[src/rtl/uart_rx_if.sv]
// Pop-side handshake between the UART receive FIFO and the core.
// The master drains bytes, the slave (uart_rx) presents the FIFO head.
interface uart_rx_if #(
    parameter int unsigned DEPTH = 16
);
    localparam int unsigned CW = $clog2(DEPTH) + 1;

    logic          rd_en;
    logic [7:0]    rx_data;
    logic          rx_empty;
    logic [CW-1:0] rx_count;

    modport master (
        output rd_en,
        input  rx_data,
        input  rx_empty,
        input  rx_count
    );

    modport slave (
        input  rd_en,
        output rx_data,
        output rx_empty,
        output rx_count
    );
endinterface

[src/rtl/uart_rx.sv]
// 8N1 UART receiver: 2-flop synchronizer, mid-bit sampling FSM, and a
// first-word-fall-through receive FIFO with sticky frame/overrun flags.
module uart_rx #(
    parameter int unsigned CLKS_PER_BIT = 10416,
    parameter int unsigned DEPTH        = 16
) (
    input  logic       clk_100MHz,
    input  logic       reset_n,
    input  logic       rxd,
    input  logic       clr_err,
    uart_rx_if.slave   pop,
    output logic       busy,
    output logic       frame_err,
    output logic       overrun
);

    localparam int unsigned AW = $clog2(DEPTH);
    localparam int unsigned CW = AW + 1;
    localparam int unsigned BW = $clog2(CLKS_PER_BIT);

    localparam logic [BW-1:0] BIT_LAST  = BW'(CLKS_PER_BIT - 1);
    localparam logic [BW-1:0] HALF_LAST = BW'(CLKS_PER_BIT / 2 - 1);
    localparam logic [CW-1:0] FULL_CNT  = CW'(DEPTH);

    typedef enum logic [2:0] {
        S_IDLE,
        S_START,
        S_DATA,
        S_STOP,
        S_BREAK
    } state_e;

    state_e        state_q, state_d;
    logic [1:0]    sync_q;
    logic [BW-1:0] bcnt_q, bcnt_d;
    logic [2:0]    idx_q, idx_d;
    logic [7:0]    shift_q, shift_d;
    logic [AW-1:0] wr_ptr_q, wr_ptr_d;
    logic [AW-1:0] rd_ptr_q, rd_ptr_d;
    logic [CW-1:0] count_q, count_d;
    logic          empty_q, empty_d;
    logic          busy_q, busy_d;
    logic          frame_err_q, frame_err_d;
    logic          overrun_q, overrun_d;
    logic [7:0]    mem_q [DEPTH];

    logic rxs_c;
    logic push_c;
    logic ferr_set_c;
    logic pop_ok_c;
    logic full_c;
    logic push_ok_c;
    logic ovr_set_c;

    assign rxs_c = sync_q[1];

    // Receive FSM: START checks the start bit at half period, later samples
    // land one full period apart, i.e. in the middle of each bit.
    always_comb begin
        state_d    = state_q;
        bcnt_d     = bcnt_q;
        idx_d      = idx_q;
        shift_d    = shift_q;
        push_c     = 1'b0;
        ferr_set_c = 1'b0;
        unique case (state_q)
            S_IDLE: begin
                if (!rxs_c) begin
                    state_d = S_START;
                    bcnt_d  = '0;
                end
            end
            S_START: begin
                if (bcnt_q == HALF_LAST) begin
                    bcnt_d = '0;
                    if (!rxs_c) begin
                        state_d = S_DATA;
                        idx_d   = '0;
                    end else begin
                        state_d = S_IDLE;
                    end
                end else begin
                    bcnt_d = bcnt_q + BW'(1);
                end
            end
            S_DATA: begin
                if (bcnt_q == BIT_LAST) begin
                    bcnt_d  = '0;
                    shift_d = {rxs_c, shift_q[7:1]};
                    if (idx_q == 3'd7) begin
                        state_d = S_STOP;
                    end else begin
                        idx_d = idx_q + 3'd1;
                    end
                end else begin
                    bcnt_d = bcnt_q + BW'(1);
                end
            end
            S_STOP: begin
                if (bcnt_q == BIT_LAST) begin
                    bcnt_d = '0;
                    if (rxs_c) begin
                        push_c  = 1'b1;
                        state_d = S_IDLE;
                    end else begin
                        ferr_set_c = 1'b1;
                        state_d    = S_BREAK;
                    end
                end else begin
                    bcnt_d = bcnt_q + BW'(1);
                end
            end
            S_BREAK: begin
                if (rxs_c) begin
                    state_d = S_IDLE;
                end
            end
            default: begin
                state_d = S_IDLE;
                bcnt_d  = '0;
            end
        endcase
    end

    // FIFO bookkeeping: a pop in the same cycle frees the slot for a push.
    always_comb begin
        pop_ok_c  = pop.rd_en & ~empty_q;
        full_c    = (count_q == FULL_CNT);
        push_ok_c = push_c & (~full_c | pop_ok_c);
        ovr_set_c = push_c & ~push_ok_c;

        wr_ptr_d = push_ok_c ? wr_ptr_q + AW'(1) : wr_ptr_q;
        rd_ptr_d = pop_ok_c  ? rd_ptr_q + AW'(1) : rd_ptr_q;

        count_d = count_q;
        if (push_ok_c && !pop_ok_c) begin
            count_d = count_q + CW'(1);
        end else if (!push_ok_c && pop_ok_c) begin
            count_d = count_q - CW'(1);
        end
        empty_d = (count_d == '0);

        frame_err_d = ferr_set_c | (frame_err_q & ~clr_err);
        overrun_d   = ovr_set_c  | (overrun_q   & ~clr_err);
        busy_d      = (state_d != S_IDLE);
    end

    always_ff @(posedge clk_100MHz or negedge reset_n) begin
        if (!reset_n) begin
            sync_q      <= 2'b11;
            state_q     <= S_IDLE;
            bcnt_q      <= '0;
            idx_q       <= '0;
            shift_q     <= '0;
            wr_ptr_q    <= '0;
            rd_ptr_q    <= '0;
            count_q     <= '0;
            empty_q     <= 1'b1;
            busy_q      <= 1'b0;
            frame_err_q <= 1'b0;
            overrun_q   <= 1'b0;
        end else begin
            sync_q      <= {sync_q[0], rxd};
            state_q     <= state_d;
            bcnt_q      <= bcnt_d;
            idx_q       <= idx_d;
            shift_q     <= shift_d;
            wr_ptr_q    <= wr_ptr_d;
            rd_ptr_q    <= rd_ptr_d;
            count_q     <= count_d;
            empty_q     <= empty_d;
            busy_q      <= busy_d;
            frame_err_q <= frame_err_d;
            overrun_q   <= overrun_d;
        end
    end

    // Storage array carries no reset; only the pointers define validity.
    always_ff @(posedge clk_100MHz) begin
        if (push_ok_c) begin
            mem_q[wr_ptr_q] <= shift_q;
        end
    end

    assign pop.rx_data  = mem_q[rd_ptr_q];
    assign pop.rx_empty = empty_q;
    assign pop.rx_count = count_q;
    assign busy         = busy_q;
    assign frame_err    = frame_err_q;
    assign overrun      = overrun_q;

endmodule

[src/flat_wrapper.sv]
// flat-port wrapper written by rule: the top's interface ports become plain ports
module uart_rx_flat 
#(
    parameter int unsigned CLKS_PER_BIT = 10416,
    parameter int unsigned DEPTH        = 16
)
  (clk_100MHz, reset_n, rxd, clr_err, busy, frame_err, overrun, pop_rd_en, pop_rx_data, pop_rx_empty, pop_rx_count);
  uart_rx_if #(.DEPTH(DEPTH)) pop_i ();
  input  logic clk_100MHz;
  input  logic reset_n;
  input  logic rxd;
  input  logic clr_err;
  output logic busy;
  output logic frame_err;
  output logic overrun;
  input wire logic [$bits(pop_i.rd_en)-1:0] pop_rd_en;
  output wire logic [$bits(pop_i.rx_data)-1:0] pop_rx_data;
  output wire logic [$bits(pop_i.rx_empty)-1:0] pop_rx_empty;
  output wire logic [$bits(pop_i.rx_count)-1:0] pop_rx_count;
  assign pop_i.rd_en = pop_rd_en;
  assign pop_rx_data = pop_i.rx_data;
  assign pop_rx_empty = pop_i.rx_empty;
  assign pop_rx_count = pop_i.rx_count;
  uart_rx #(.CLKS_PER_BIT(CLKS_PER_BIT), .DEPTH(DEPTH)) u_core (.clk_100MHz(clk_100MHz), .reset_n(reset_n), .rxd(rxd), .clr_err(clr_err), .pop(pop_i), .busy(busy), .frame_err(frame_err), .overrun(overrun));
endmodule
[config.mk]
export PLATFORM = sky130hd
export DESIGN_NAME = uart_rx_flat
export DESIGN_NICKNAME = d
export VERILOG_FILES = /design/src/rtl/uart_rx_if.sv /design/src/rtl/uart_rx.sv /design/src/flat_wrapper.sv
export SDC_FILE = /design/constraint.sdc
export NUM_CORES = 1
export LEC_CHECK = 0
export CAP_MARGIN = 20
export CORE_MARGIN = 2
export CORE_UTILIZATION = 31
export CTS_CLUSTER_SIZE = 10
export DETAILED_ROUTE_END_ITERATION = 12
export SYNTH_ARGS = -nofsm -noshare
export SYNTH_HDL_FRONTEND = slang
export SYNTH_SLANG_ARGS = --single-unit
[constraint.sdc]
create_clock -name clk_100MHz -period 4.7 [get_ports clk_100MHz]
set_input_delay 0.94 -clock clk_100MHz [delete_from_list [all_inputs] [get_ports clk_100MHz]]
set_output_delay 0.94 -clock clk_100MHz [all_outputs]
set_load 0.01 [all_outputs]
==> summary.txt <==
Power and ir drop
  • Reg power frac: 49.7%
  • Worst vdd rail ir drop: 0.345 mV
  • Lkg Pwr: 3.21 nW
  • Internal power: 2.70 mW
  • Switch share: 26.7%
  • Clock power share: 36.7%
  • PD cells: 431 nW/um2
  • Switching pwr: 0.982 mW
  • Combinational share of power: 13.6%

Route
  • Residual DRC: 0
  • Vias per cell: 4.98
  • Post-DRT Antenna Nets: 0
  • Drt total wl: 15000 um
  • First-pass detailed-route iteration total: 4
  • Routed WL per cell: 18.6 um
  • Vias: 4021
  • DRT iter0 DRCs: 250

CTS
  • Postcts setup bufs: 0
  • CTS-repair resized insts: 0
  • Clk Latency, worst-skew pair: 440 ps
  • Reg clk slew, reported paths: 60 ps
  • CTS sink count: 175
  • CTS Buf Count: 17
  • CTS root buf: clkbuf_16
  • Max Buffers Root-to-Sink: 2
  • TritonCTS clock tree: yes
  • Hold-fix buffers, CTS: 0
  • H-tree levels: 4

Cells and area
  • ANT cells: 0
  • Area delta synth->final: 15.6%
  • Share of cells above drive strength 1: 20.7%
  • Util after Layout: 36.4%
  • Nets: 491

Setup path
  • WP data arrival: 2980 ps
  • Crit. End Element: output pin
  • CP peak stage delay: 760 ps
  • Worst path top cell family by delay: multiplexers
  • R2R setup slack: 1740 ps
  • Most used cell, CP: mux4_2
  • Critical-path cell list: buf_12 -> mux4_2 -> mux4_2 -> clkdlybuf4s50_1
  • Crit-path slowest cell: dfrtp_2
  • Worst setup path class: reg2out
  • Crit path max fanout: 18
  • Crit path launch type: flop
  • CP required: 3760 ps
  • CP Buf/Inv Count: 2

Global route
  • Antenna violations before repair: 0
  • Vias in the first global route: 4131
  • First-pass GRT wire length: 23700 um
  • Largest net degree at the start of global routing: 48
  • GRT Overall Usage: 12.8%
  • Grt ovf: 0

Logic synthesis
  • Most frequent cell after synthesis: edfxtp_1
  • Synth unique cells: 55
  • Mean post-synth cell area: 16.5 um2
  • Commonest cells in the netlist: edfxtp_1, dfrtp_1, mux4_2
  • Synth warn: 0
  • Number of synthesized flops with an enable pin: 128
  • Netlist area before placement: 7390 um2
  • Post-synth top area cell: edfxtp_1
  • Mapped Cells: 449
  • Async set-reset flop share out of synthesis: 26.9%
  • Top FF cell, synth: edfxtp_1
  • Post-synth top area share: 52.0%
  • Syn nets: 465
  • Synth top area cells: edfxtp_1, dfrtp_1, mux4_2, ha_1, nand2_1
  • Synthesized flop and latch total: 175
  • Sequential share of the synthesized area: 68.0%

Run status
  • Outcome: finished clean

STA
  • Setup violators final: 0
  • Final period utilization: 83.5%
  • Setup TNS: 0 ps
  • Clock period minus worst slack: 3920 ps
  • Skew final: 17.3 ps
  • Final Hold Violating Endpoints: 0
  • RSZ-0062 raised after global routing: no
  • Final Slew Violations: 0
  • Setup ws final: 776 ps
  • Least-Margin Pin Slew: 1010 ps
  • Normalized max-slew margin: 32.3%
  • Max Clock Freq: 0.255 GHz

Placed design
  • Post-DP HPWL: 9810 um
  • PortBufs: 21
  • Pre-CTS worst setup slack: 1170 ps
  • Gpl congestion: 0.773

Job
  • Maxcap violations: 0

Die
  • Full die area: 25100 um2
  • I/O Pins: 22
  • Initial Utilization: 31.5%
  • Core Box Area: 23500 um2
  • Die Wd: 158 um
  • Row cnt: 56
  • Die height: 158 um

Hold path
  • Path type of the worst min-delay path: reg2reg
power groups by stage:
| stage | registers (mW) | logic (mW) | clock network (mW) |
|---|---|---|---|
| floorplan | 1.77 | 0.425 | 0 |
| global placement | 1.86 | 0.491 | 0 |
| detailed placement | 1.86 | 0.503 | 0 |
| CTS | 1.83 | 0.505 | 1.38 |
| global route | 1.84 | 0.539 | 1.45 |
| finish | 1.83 | 0.501 | 1.35 |
kinds of logic after synthesis:
| kind of cell | Yosys count | share of synthesized area [%] |
|---|---|---|
| compound gates | 56 | 5.23 |
| xor+xnor | 9 | 1.07 |
| fa+ha+maj | 11 | 1.86 |
| buf+inv | 30 | 1.74 |
| flops | 175 | 68.0 |
| mux | 49 | 13.5 |
| simple gates | 119 | 8.60 |
path summary, 6_finish.rpt:
kind,from,depth (start not counted),end
max in group asynchronous,reset_n,2,u_core.rd_ptr_q[0]
worst min register to register,u_core.sync_q[0],0,u_core.sync_q[1]
worst min-delay path,u_core.sync_q[0],0,u_core.sync_q[1]
min in group asynchronous,reset_n,1,u_core.bcnt_q[3]
worst max-delay path,u_core.rd_ptr_q[0],4,pop_rx_data[0]
worst max register to register,u_core.bcnt_q[0],7,u_core.mem_q[11][7]
per-layer routing:
layer	vias to the layer above	global-route usage, %	wire, um
met3	12	3.54	636
li1	1814	-	-
met1	2095	17.0	6860
met4	0	3.35	92
met5	-	0	0
met2	100	20.8	7420
flip-flops by register name (all words and copies together), names as in the netlist, 2 cells and up:
signal,count
u_core.wr_ptr_q,4
u_core.mem_q,128
u_core.bcnt_q,14
u_core.idx_q,3
u_core.pop.rx_count,5
u_core.rd_ptr_q,4
u_core.state_q,3
u_core.shift_q,8
u_core.sync_q,2
layout by cell type (no fill, tap or decap), types with 3 or more instances in the layout:
cell type and count:
edfxtp_1 128, dfrtp_1 43, mux4_2 40, nand2_1 33
nor2_1 23, o21ai_0 21, clkdlybuf4s50_1 20, clkbuf_16 17
ha_1 11, nand3_1 10, xnor2_1 9, inv_1 8
nand4_1 8, mux2_2 8, o31ai_1 8, nor2b_1 7
a21oi_1 7, nand2b_1 6, nor3_1 6, buf_4 6
nor4_1 5, inv_6 5, and3_1 3, clkbuf_1 3
dfstp_2 3
stage by stage:
step	std cells	area, um2	hold slack [ps]	power (mW)
after floorplan	449	7390	345	2.19
final	807	8540	358	3.68
after CTS	806	8520	358	3.71
after global routing	807	8540	365	3.83
after detailed placement	774	7960	349	2.36
after global placement	774	7960	347	2.35
final cells by class:
cell class,count,area [um2]
clock buffer,20,437
clock inverter,12,123
fill,2191,14900
inverter,8,30.0
multi-input combinational,244,2240
sequential,175,5020
tap,319,399
timing repair buffer,29,290
No activity file was read; power rests on OpenSTA's default activity.
